### src/rtl/axis_fp_result_tx.sv
// rtl/axis_fp_result_tx.sv - AXI4-Stream result transmitter: circular FIFO plus fixed-length packetiser
module axis_fp_result_tx #(
    parameter int data    = 32,
    parameter int DEPTH   = 4,
    parameter int PKT_LEN = 8
) (
    input  logic                     axis_clk,
    input  logic                     axis_reset,
    input  logic                     s_res_valid,
    output logic                     s_res_ready,
    input  logic [data-1:0]          s_res_data,
    output logic                     m_axis_valid,
    input  logic                     m_axis_ready,
    output logic [data-1:0]          m_axis_data,
    output logic                     m_axis_last,
    output logic [data/8-1:0]        m_axis_keep,
    output logic [$clog2(DEPTH):0]   fifo_count
);

    localparam int AW = $clog2(DEPTH);
    localparam int CW = AW + 1;
    localparam int BW = (PKT_LEN > 1) ? $clog2(PKT_LEN) : 1;
    localparam logic [BW-1:0] LAST_BEAT = BW'(PKT_LEN - 1);

    logic [data-1:0] mem [DEPTH];
    logic [AW-1:0]   wr_ptr;
    logic [AW-1:0]   rd_ptr;
    logic [CW-1:0]   count;
    logic [BW-1:0]   beat_cnt;
    logic            push;
    logic            pop;

    // Ready depends on registered occupancy only, so a full FIFO never passes through.
    assign s_res_ready  = (count != CW'(DEPTH));
    assign m_axis_valid = (count != '0);
    assign push         = s_res_valid & s_res_ready;
    assign pop          = m_axis_valid & m_axis_ready;

    assign m_axis_data  = mem[rd_ptr];
    assign m_axis_last  = m_axis_valid & (beat_cnt == LAST_BEAT);
    assign m_axis_keep  = '1;
    assign fifo_count   = count;

    always_ff @(posedge axis_clk) begin
        if (axis_reset) begin
            wr_ptr   <= '0;
            rd_ptr   <= '0;
            count    <= '0;
            beat_cnt <= '0;
            // Clearing storage keeps m_axis_data deterministic (zero) straight after reset.
            for (int i = 0; i < DEPTH; i++) begin
                mem[i] <= '0;
            end
        end else begin
            if (push) begin
                mem[wr_ptr] <= s_res_data;
                wr_ptr      <= wr_ptr + AW'(1);
            end
            if (pop) begin
                rd_ptr <= rd_ptr + AW'(1);
            end
            if (push && !pop) begin
                count <= count + CW'(1);
            end else if (pop && !push) begin
                count <= count - CW'(1);
            end
            // Packet boundaries follow accepted beats only; an empty FIFO leaves the packet open.
            if (pop) begin
                if (beat_cnt == LAST_BEAT) begin
                    beat_cnt <= '0;
                end else begin
                    beat_cnt <= beat_cnt + BW'(1);
                end
            end
        end
    end

endmodule
### config.mk
export PLATFORM = sky130hd
export DESIGN_NAME = axis_fp_result_tx
export DESIGN_NICKNAME = d
export VERILOG_FILES = /design/src/rtl/axis_fp_result_tx.sv
export SDC_FILE = /design/constraint.sdc
export NUM_CORES = 1
export LEC_CHECK = 0
export CAP_MARGIN = 10
export CORE_MARGIN = 3
export CORE_UTILIZATION = 25
export CTS_BUF_LIST = sky130_fd_sc_hd__clkbuf_8 sky130_fd_sc_hd__clkbuf_16
export DETAILED_ROUTE_END_ITERATION = 16
export GPL_TIMING_DRIVEN = 0
export PLACE_DENSITY = 0.43
export SKIP_LAST_GASP = 1
export SYNTH_ARGS = -nofsm -noshare
export SYNTH_HDL_FRONTEND = slang
export SYNTH_SLANG_ARGS = --single-unit
### constraint.sdc
create_clock -name axis_clk -period 6.6 [get_ports axis_clk]
set_input_delay 0.66 -clock axis_clk [delete_from_list [all_inputs] [get_ports axis_clk]]
set_output_delay 0.66 -clock axis_clk [all_outputs]
set_load 0.01 [all_outputs]
==> results.md, run 1 <==
- RSZ-0062 raised after global routing: no
- Max Fanout on Critical Path: 10
- Most frequent cells in the layout: 129 x and2_1, 128 x edfxtp_1, 73 x clkdlybuf4s50_1, 32 x mux4_2, 17 x clkbuf_16
- Layout cells sized above 1: 19.1%
- Ranking of synthesized cells by area: edfxtp_1 63%, and2_1 13%, mux4_2 12%
- Clk slew on worst S/H paths: 0.06 ns
- CTS Hold Bufs: 0
- Leak: 0.00285 µW
- Total chip power: 2880 µW
- Cell Area, Synth: 0.00612 mm²
- Setup CP Type: reg -> out
- Status: finished clean
- Number of DRC markers in iteration 0: 144
- Hold path startpoint: beat_cnt[0]$_SDFFE_PP0P_
- GR Util met3: 3.56%
- Final setup violation count: 0
- Clock Sinks: 140
- Worst path arrival time: 2.45 ns
- Mapped Cells: 373
- CP Capture Type: output pin
- Post-cts sizing count: 0
- Number of CTS-inserted buffers: 17
- Drt drc: 0
- First-pass GRT wire length: 22.3 mm
- Number of global-route vias before repair: 3812
- FP Rows: 56
- Fmax: 0.321 GHz
- CTS max path bufs: 2
- Initial antenna violation count: 1
- Reg2reg path depth: 7
- Yosys reg bits: 140
- Fin Setup TNS: 0 ns
- Area delta synth->final: 29.8%
- Synth area leader: edfxtp_1
- Met1 Use GR: 14.3%
- Placed cell area: 0.00730 mm²
- Reg2reg setup slack: 4.14 ns
- Comb pwr share: 24.6%
- CTS tree: done
- Count of cell types in the netlist: 36
- Die Area: 0.0264 mm²
- Clock latency on the worst-skew pair: 0.42 ns
- Post-CTS Setup Inserts: 0
- Warning count from the yosys run: 0
- Yosys top cell area share: 62.8%
- Sequential cell area fraction in the yosys report: 66.7%
- Commonest non-fill, non-tap cell in the layout: and2_1
- Switch Pwr: 753 µW
- CP startpoint kind: register
- R2r endpoint: fifo_count[2]$_SDFFE_PP0P_
- Port bufs: 73
- Vias per cell: 4.18
- Die Ht: 162 µm
- Reg power frac: 39.1%
- Total Wirelength: 14.6 mm
- Core Footprint: 0.0238 mm²
- Total Routing Usage GR: 11.7%
- Pin count of the biggest net entering global routing: 33
- Avg WL per Cell: 18.3 µm
- # diodes: 0
- I/O Pins: 78
- Root Driver: clkbuf_16
- Internal power: 2130 µW
- Sw frac: 26.1%
- Skew final: 0.00814 ns
- Max-Slew Margin vs Limit: 25.7%
- Final Critical Period: 3.11 ns
- Final instance area: 0.00795 mm²
- Worst hold path depth: 2
- First-pass DRT Iterations: 4
- Reg-to-reg startpoint: fifo_count[1]$_SDFFE_PP0P_
- Maximum vdd drop: 0.176 mV
- Post-DP HPWL: 8.94 mm
- Final hold violation count: 0
- Grt total ovfl: 0
- Hold Path Class: reg -> reg
- Data required time at the worst endpoint: 5.94 ns
- Final Max Slew Viols: 0
- GPL Wtd Cong: 0.671
- Syn_area_per_cell: 16.4 µm²
- Worst hold path endpoint: beat_cnt[0]$_SDFFE_PP0P_
- Starting density of the core: 25.8%
- Number of max-cap violations: 0
- Grt peak-use layer: met2
- Via count: 3348
- Clock power share: 36.2%
- Least-Margin Pin Slew: 1.11 ns
- Die width: 162 µm
- Pwr Density: 363 mW/mm²
- GR Util met2: 20.0%
- CTS H-Tree Depth: 4
- Post-DRT Antenna Nets: 0
- Final period util: 47.2%
- Nets: 509
==> cells by family (layout without fill, tap and decap cells) <==
kind of cell / count (synthesis) / in the layout / share of synthesized area, %
AOI/OAI and AO/OA: 11 / 11 / 1.35
xor gates and xnor gates: 4 / 4 / 0.572
adders and majority gates: 4 / 4 / 0.940
buffers and inverters: 27 / 133 / 2.11
DFF: 140 / 140 / 66.7
muxes: 35 / 35 / 12.3
other: 1 / 4 / 0.0613
and+or+nand+nor: 151 / 151 / 16.0
==> worst max-delay path by stage <==
stage	end	slack [ns]	cells past startpoint
final	m_axis_data[29]	3.49	3
after global routing	m_axis_data[29]	3.34	3
after CTS	m_axis_data[29]	3.39	3
after detailed placement	mem[0][16]$_SDFFCE_PN0P_	3.41	4
after global placement	mem[1][14]$_SDFFCE_PN0P_	1.60	3
after floorplan	mem[1][0]$_SDFFCE_PN0P_	3.76	4
==> final cells by class <==
type / instances / area, µm²
well taps: 319 / 399
fillers: 2318 / 15800
multi-input cells: 209 / 1930
repair buffers: 74 / 758
clock buffers: 17 / 425
plain buffers: 24 / 118
inverters: 3 / 11.3
clock inverters: 15 / 220
flip-flops and latches: 140 / 4080
==> cells in the mapped netlist, drive strengths merged <==
cell type,count
and2,130
edfxtp,128
mux4,32
clkbuf,15
dfxtp,12
buf,9
nor2,8
xor2,4
a21oi,3
ha,3
inv,3
mux2i,3
or3,3
a21o,2
a31o,2
nand3,2
nor4,2
conb,1
fa,1
nand2,1
nand2b,1
nor2b,1
nor3b,1
nor4b,1
o21ai,1
o21bai,1
o311ai,1
o31ai,1
or2,1
==> power groups by stage <==
stage	Sequential (µW)	Clock (µW)	Combinational, µW
after floorplan	1140	0	398
final	1130	1040	710
after detailed placement	1150	0	732
after global placement	1140	0	718
after CTS	1130	1070	735
after global routing	1140	1100	773
==> state kept, by name, indices dropped and copies added (netlist names), named ones only <==
signal      flops
beat_cnt        3
fifo_count      3
mem           128
rd_ptr          2
wr_ptr          2
==> critical path, cell delays in order (launching register included) <==
cell and delay, ns:
dfxtp_1 0.45, clkbuf_1 0.65, mux4_2 0.45, clkdlybuf4s50_1 0.50
==> stage by stage <==
stage               hold WS [ns]  utilization, %  worst slack (ns)  std cells
global route               0.520            33.5              3.34        801
detailed placement         0.474            30.7              3.41        769
global placement           0.462            30.6              1.60        768
CTS                        0.481            33.5              3.39        801
finish                     0.482            33.5              3.49        801
floorplan                  0.449               -              3.76        376
==> metal layers <==
layer / vias to the layer above / wire [µm] / part of all wire (%)
li1: 1559 / - / -
met2: 67 / 7460 / 51
met1: 1707 / 6430 / 44
met5: - / 13 / 0.089
met4: 2 / 116 / 0.79
met3: 13 / 624 / 4.3
Note: power is estimated with default switching activity, not from simulation.
==> run 2, diff against run 1 <==
==> constraint.sdc (replaced) <==
create_clock -name axis_clk -period 2.89 [get_ports axis_clk]
set_input_delay 0.289 -clock axis_clk [delete_from_list [all_inputs] [get_ports axis_clk]]
set_output_delay 0.289 -clock axis_clk [all_outputs]
set_load 0.01 [all_outputs]
==> results.md, run 2 (synthesized netlist as in run 1, its figures left out) <==
- Fin Setup TNS: 0 ns (unchanged)
- Setup CP Type: reg -> out
- FP Rows: 56 (unchanged)
- Vias per cell: 4.18 (about the same)
- CTS Hold Bufs: 0 (unchanged)
- Number of global-route vias before repair: 3812 (unchanged)
- First-pass GRT wire length: 22.3 mm (unchanged)
- Post-DRT Antenna Nets: 0 (unchanged)
- CTS H-Tree Depth: 4 (unchanged)
- I/O Pins: 78 (unchanged)
- # diodes: 0 (unchanged)
- Post-CTS Setup Inserts: 0 (unchanged)
- Grt total ovfl: 0 (unchanged)
- Die Ht: 162 µm (unchanged)
- Post-DP HPWL: 8.94 mm (unchanged)
- Final period util: 93.2%
- Die Area: 0.0264 mm² (unchanged)
- Final Max Slew Viols: 0 (unchanged)
- Starting density of the core: 25.8% (unchanged)
- Final hold violation count: 0 (unchanged)
- Avg WL per Cell: 18.3 µm (about the same)
- CTS max path bufs: 2 (unchanged)
- Port bufs: 73 (unchanged)
- Total Routing Usage GR: 11.7% (unchanged)
- Number of DRC markers in iteration 0: 144 (unchanged)
- Nets: 509 (unchanged)
- FF/Latch Area: 0.00408 mm² (unchanged)
- Final Critical Period: 2.69 ns
- Max-Slew Margin vs Limit: 25.7% (-0.063 points)
- Hold Path Class: reg -> reg
- Leak: 0.00286 µW (+0.12%)
- Reg2reg setup slack: 0.43 ns (-3.71 ns)
- Die width: 162 µm (unchanged)
- Pin count of the biggest net entering global routing: 33 (unchanged)
- Pwr Density: 829 mW/mm² (+130%)
- Number of CTS-inserted buffers: 17 (unchanged)
- First-pass DRT Iterations: 4 (unchanged)
- CP startpoint kind: register
- Max Fanout on Critical Path: 10 (unchanged)
- Fmax: 0.371 GHz
- Post-cts sizing count: 0 (unchanged)
- Family with the most delay on the worst path: buffers and inverters
- Root Driver: clkbuf_16
- CTS tree: done
- Clock power share: 36.2% (about the same)
- RSZ-0062 raised after global routing: no
- Switch Pwr: 1720 µW (+130%)
- CP Capture Type: output pin
- Area delta synth->final: 29.8% (about the same)
- Least-Margin Pin Slew: 1.11 ns (+0.000950 ns)
- Clk slew on worst S/H paths: 0.06 ns (about the same)
- Data required time at the worst endpoint: 2.60 ns (-3.34 ns)
- Status: finished clean
- Commonest non-fill, non-tap cell in the layout: and2_1
- Fillers: 2318 (unchanged)
- GPL Wtd Cong: 0.671 (unchanged)
- Total Wirelength: 14.6 mm (about the same)
- Via count: 3350 (+0.060%)
- Footprint of the multi-input gates: 0.00193 mm² (unchanged)
- Internal power: 4870 µW (+130%)
- Worst path arrival time: 2.40 ns (-0.05 ns)
- Crit-path max cell delay: 0.61 ns (-0.04 ns)
- Maximum vdd drop: 0.403 mV (+130%)
- Layout cells sized above 1: 19.3% (+0.21 points)
- Buf+Inv Stages, Crit Path: 2 (unchanged)
- Critical-path cell list: clkbuf_1, mux4_2, clkdlybuf4s50_1
- Hold slack: 0.482 ns (+0.00000100 ns)
- Drt drc: 0 (unchanged)
- Clock latency on the worst-skew pair: 0.42 ns (about the same)
- CP max-delay cell: clkbuf_1
- Comb pwr share: 24.7% (about the same)
- Clock Sinks: 140 (unchanged)
- Core Footprint: 0.0238 mm² (unchanged)
- Sw frac: 26.1% (about the same)
- Max FFs per register: 128 (unchanged)
- Skew final: 0.00664 ns (-0.00150 ns)
- Reg power frac: 39.1% (about the same)
- Initial antenna violation count: 1 (unchanged)
- Biggest register: mem
- Number of max-cap violations: 0 (unchanged)
- Most frequent cells in the layout: 129 x and2_1, 128 x edfxtp_1, 73 x clkdlybuf4s50_1, 32 x mux4_2, 17 x clkbuf_16
- Final setup violation count: 0 (unchanged)
run 2: cell count changes in the layout (fill, tap and decap cells not counted):
cell / before / now
clkbuf_2: 6 / 7
clkbuf_1: 9 / 8
run 2: worst paths after layout:
kind | startpoint | cells past startpoint | to
worst min-delay path | beat_cnt[0]$_SDFFE_PP0P_ | 2 | beat_cnt[0]$_SDFFE_PP0P_
worst max-delay path | register | 3 | m_axis_data[17]
worst max register to register | fifo_count[1]$_SDFFE_PP0P_ | 7 | fifo_count[2]$_SDFFE_PP0P_
worst min register to register | beat_cnt[0]$_SDFFE_PP0P_ | 2 | beat_cnt[0]$_SDFFE_PP0P_
run 2: per-stage QoR:
step | cell area [µm²] | utilization (%) | std cells | worst slack (ns) | total power (µW)
finish | 7950 | 33.5 | 801 | 0.198 | 6580
global route | 7950 | 33.5 | 801 | 0.0406 | 6890
CTS | 7950 | 33.5 | 801 | 0.0506 | 6700
detailed placement | 7300 | 30.7 | 769 | 0.0712 | 4300
global placement | 7260 | 30.6 | 768 | -1.74 | 4250
floorplan | 6130 | - | 376 | 0.0488 | 3510
run 2: tightest hold or removal path, stage by stage (launching register included):
cell	delay, ns
dfxtp_1	0.32
nand2_1	0.06
a21oi_1	0.05
run 2: metal layers:
| layer | track usage [%] | share of wire [%] |
|---|---|---|
| met1 | 14.3 | 44 |
| met2 | 20.0 | 51 |
| met3 | 3.56 | 4.1 |
| met4 | 3.49 | 0.79 |
| met5 | 0 | 0.089 |
run 2: area by class of cell:
| class | instances | area share [%] |
|---|---|---|
| flip-flops and latches | 140 | 51.4 |
| multi-input cells | 209 | 24.3 |
| repair buffers | 74 | 9.54 |
| clock buffers | 17 | 5.35 |
| well taps | 319 | 5.02 |
| clock inverters | 15 | 2.77 |
| plain buffers | 24 | 1.50 |
| inverters | 3 | 0.142 |
run 2: power by group through the flow:
stage / logic [µW] / registers, µW / clock network, µW
after floorplan: 910 / 2600 / 0
after global placement: 1640 / 2610 / 0
final: 1620 / 2580 / 2380
after global routing: 1770 / 2600 / 2520
after detailed placement: 1670 / 2620 / 0
after CTS: 1680 / 2580 / 2440
